<file path="src/rtl/fifo16.sv">
// Sixteen-entry first-word-fall-through FIFO with valid/ready handshakes on both sides.
// The read port is a mux16 selected by the read pointer; the FIFO owns pointers, occupancy and flags.

module mux16 #(
    parameter int unsigned N = 32
) (
    input  logic [N-1:0] d [16],
    input  logic [3:0]   sel,
    output logic [N-1:0] y
);
    assign y = d[sel];
endmodule

module fifo16 #(
    parameter int unsigned N        = 32,
    parameter int unsigned AF_LEVEL = 12
) (
    input  logic         clk,
    input  logic         rst,
    input  logic         clr,
    input  logic [N-1:0] in_data,
    input  logic         in_valid,
    output logic         in_ready,
    output logic [N-1:0] out_data,
    output logic         out_valid,
    input  logic         out_ready,
    output logic [4:0]   count,
    output logic         almost_full,
    output logic         overflow_err
);
    localparam int unsigned DEPTH  = 16;
    localparam int unsigned PTR_W  = 4;
    localparam int unsigned CNT_W  = 5;

    logic [N-1:0]     mem [DEPTH];
    logic [PTR_W-1:0] wr_ptr;
    logic [PTR_W-1:0] rd_ptr;
    logic             push;
    logic             pop;

    // Flags decode only the registered occupancy, never the inputs.
    assign in_ready    = (count != CNT_W'(DEPTH));
    assign out_valid   = (count != '0);
    assign almost_full = (count >= CNT_W'(AF_LEVEL));

    assign push = in_valid & in_ready;
    assign pop  = out_valid & out_ready;

    // Storage is deliberately not reset; writes are dropped during a flush.
    always_ff @(posedge clk) begin
        if (push && !rst && !clr) begin
            mem[wr_ptr] <= in_data;
        end
    end

    always_ff @(posedge clk) begin
        if (rst || clr) begin
            wr_ptr       <= '0;
            rd_ptr       <= '0;
            count        <= '0;
            overflow_err <= 1'b0;
        end else begin
            if (push) begin
                wr_ptr <= wr_ptr + PTR_W'(1);
            end
            if (pop) begin
                rd_ptr <= rd_ptr + PTR_W'(1);
            end
            case ({push, pop})
                2'b10:   count <= count + CNT_W'(1);
                2'b01:   count <= count - CNT_W'(1);
                default: count <= count;
            endcase
            if (in_valid && !in_ready) begin
                overflow_err <= 1'b1;
            end
        end
    end

    mux16 #(.N(N)) u_rd_mux (
        .d   (mem),
        .sel (rd_ptr),
        .y   (out_data)
    );
endmodule
</file>
<file path="config.mk">
export PLATFORM = sky130hd
export DESIGN_NAME = fifo16
export DESIGN_NICKNAME = d
export VERILOG_FILES = /design/src/rtl/fifo16.sv
export SDC_FILE = /design/constraint.sdc
export NUM_CORES = 1
export LEC_CHECK = 0
export BUFFER_PORTS_ARGS = -buffer_cell sky130_fd_sc_hd__clkbuf_2
export CORE_ASPECT_RATIO = 0.7
export CORE_MARGIN = 4
export CORE_UTILIZATION = 65
export CTS_BUF_LIST = sky130_fd_sc_hd__clkbuf_16
export CTS_CLUSTER_DIAMETER = 200
export DETAILED_ROUTE_END_ITERATION = 7
export PLACE_DENSITY_LB_ADDON = 0.25
export SKIP_CTS_REPAIR_TIMING = 1
export SLEW_MARGIN = 20
export SYNTH_ARGS = -nofsm -noshare
export SYNTH_HDL_FRONTEND = slang
export SYNTH_HIERARCHICAL = 1
export SYNTH_SLANG_ARGS = --single-unit
export TNS_END_PERCENT = 50
</file>
<file path="constraint.sdc">
create_clock -name clk -period 6.5 [get_ports clk]
set_clock_uncertainty 0.2 [all_clocks]
set_input_delay 0.65 -clock clk [delete_from_list [all_inputs] [get_ports clk]]
set_output_delay 0.65 -clock clk [all_outputs]
set_load 0.01 [all_outputs]
</file>
==> impl_metrics.json <==
{
  "path_clk_slew_ns": 0.07,
  "cts_buffer_depth": 3,
  "startpoint_type": "flop",
  "final_layout_size_suffix_gt1_share_pct": 31.3,
  "finalPower_mw": 6.50,
  "dieArea_um2": 33800,
  "routed_wl_um": 40900,
  "pre_cts_slack_ns": 2.84,
  "cts.sinks": 526,
  "fin_nets": 1045,
  "path_class": "reg -> out",
  "first_iter_violations": 1279,
  "path_max_fanout": 39,
  "synthMuxAreaShare_pct": 14.6,
  "ant_nets": 0,
  "syn_area_um2": 20100,
  "syn_avg_cell_area_um2": 22.2,
  "die_h_um": 155,
  "io_buffer_count": 77,
  "place.gp.congestion": 0.718,
  "reg2reg_depth": 5,
  "hold_viol": 0,
  "via_count": 9474,
  "ioPinCount": 78,
  "synth_top_family_by_area": "multiplexers",
  "synth-simple-area-share_pct": 2.13,
  "syn2layout_area_growth_pct": 11.9,
  "p_leak_nw": 7.05,
  "hold_depth": 3,
  "irDropWorstVdd_mv": 0.383,
  "diodes": 0,
  "grt_pass1_vias": 9668,
  "rsz0062_at_grt": "no",
  "clk-insertion-delay-late_ns": 0.56,
  "synthesis.nets": 948,
  "seq_area_frac_synth_pct": 78.0,
  "cts_tree": "built",
  "final_common_cell": "edfxtp_1",
  "slew_violations": 0,
  "start_util_pct": 66.4,
  "cts_root_buf": "clkbuf_16",
  "setup.worst_path.end_class": "output pin",
  "fmax_mhz": 238,
  "period_share_pct": 64.6,
  "worst_slew_pin_slew_ns": 1.11,
  "drc": 0,
  "arrival_ns": 3.35,
  "place_area_um2": 21000,
  "fp.coreArea_um2": 30200,
  "post-dp-hpwl_um": 20200,
  "drtPass1Iterations": 5,
  "fin_crit_ns": 4.20,
  "wire_per_inst_um": 28.2,
  "row_count": 53,
  "synth-seq-cells": 526,
  "power.density_nw_per_um2": 289,
  "hold_path.class": "in -> reg",
  "cts_buffers": 45,
  "grt_antenna_before_repair": 0,
  "yosys_warnings": 6,
  "status": "complete, no violations",
  "overflow": 0,
  "synth_flop_cell": "edfxtp_1",
  "required_ns": 5.65,
  "grt_max_degree": 75,
  "synth-edff-count": 512,
  "maxCapViolations": 0,
  "synth_adder_area_share_pct": 0.499,
  "maxSlewHeadroom_pct": 25.9,
  "setup_tns_ns": 0,
  "setup_viol": 0,
  "synth_compound_area_share_pct": 3.02,
  "die_w_um": 218,
  "synth_cell_types": 41,
  "via_per_inst": 6.54,
  "setup_ws_ns": 2.30,
  "design_area_um2": 22500,
  "netlist_instances": 903,
  "h-tree-depth": 2,
  "final_cell_mix": "512 x edfxtp_1, 128 x mux4_2, 77 x clkbuf_2, 64 x a22oi_1, 47 x clkbuf_16",
  "synth_xor_area_share_pct": 0.349,
  "synthArstFlopShare_pct": 0,
  "grt_pass1_wl_um": 61700,
  "grt_usage_pct": 25.0
}
## kinds of logic after synthesis
family / count (synthesis)
DFF: 526
muxes: 133
and+or+nand+nor: 91
AOI/OAI and AO/OA: 81
buffers and inverters: 56
xor gates and xnor gates: 8
adders and majority gates: 8
## sequential cells by signal, summed over array words and instances (netlist names)
signal and flops:
mem 512, count 5, rd_ptr 4, wr_ptr 4, overflow_err 1
## Yosys cell counts, drive strengths merged, types with 6 or more instances
cell | count | area [um^2]
mux4 | 128 | 2880
edfxtp | 512 | 15400
a22oi | 64 | 480
xor2 | 6 | 52.6
nand3 | 6 | 30.0
buf | 30 | 188
nand2 | 39 | 146
inv | 6 | 22.5
nor2 | 24 | 90.1
clkbuf | 20 | 75.1
ha | 8 | 100
dfxtp | 14 | 280
## critical path: stages, from the launching register on
cell and delay [ns]:
dfxtp_4 0.85, buf_4 0.72, mux4_2 0.60, a22oi_1 0.31, nand2_1 0.12, clkbuf_2 0.14
## per-stage QoR
| step | util [%] | cells | hold WS [ns] |
|---|---|---|---|
| 2_1_floorplan | - | 903 | 0.285 |
| 3_5_place_dp | 69.6 | 1365 | 0.267 |
| 5_1_grt | 74.3 | 1448 | 0.221 |
| 4_1_cts | 74.3 | 1448 | 0.149 |
| 3_3_place_gp | 69.6 | 1365 | 0.247 |
| 6_report | 74.3 | 1448 | 0.171 |
## path summary, 6_finish.rpt
kind / startpoint / end / slack (ns)
worst min-delay path: in_valid / overflow_err$_SDFFE_PP0P_ / 0.17
worst min register to register: overflow_err$_SDFFE_PP0P_ / overflow_err$_SDFFE_PP0P_ / 0.28
worst max register to register: count[2]$_SDFFE_PP0P_ / mem[203]$_DFFE_PP_ / 3.30
worst max-delay path: rd_ptr[0]$_SDFFE_PP0P_ / out_data[22] / 2.30
## per-layer routing
metal  GRT usage, %  vias to the layer above  wire [um]
li1               -                     3988          -
met1           36.5                     4924      16100
met2           40.8                      499      20400
met3           4.31                       63       3600
met4           5.98                        0        822
met5              0                        -          0
## where the power goes
part | internal (mW) | switching, mW | total [mW]
logic | 0.0641 | 0.0966 | 0.161
registers | 3.73 | 0.0100 | 3.74
clock network | 1.43 | 1.17 | 2.60
total | 5.22 | 1.28 | 6.50
## cell type report
cell class	count	area (um^2)
Clock buffer	47	1180
Clock inverter	36	245
Fill cell	1684	7780
Inverter	6	22.5
Multi-Input combinational cell	321	4270
Sequential cell	526	15700
Tap cell	412	515
Timing Repair Buffer	100	571
Note: power is estimated with default switching activity, not from simulation.
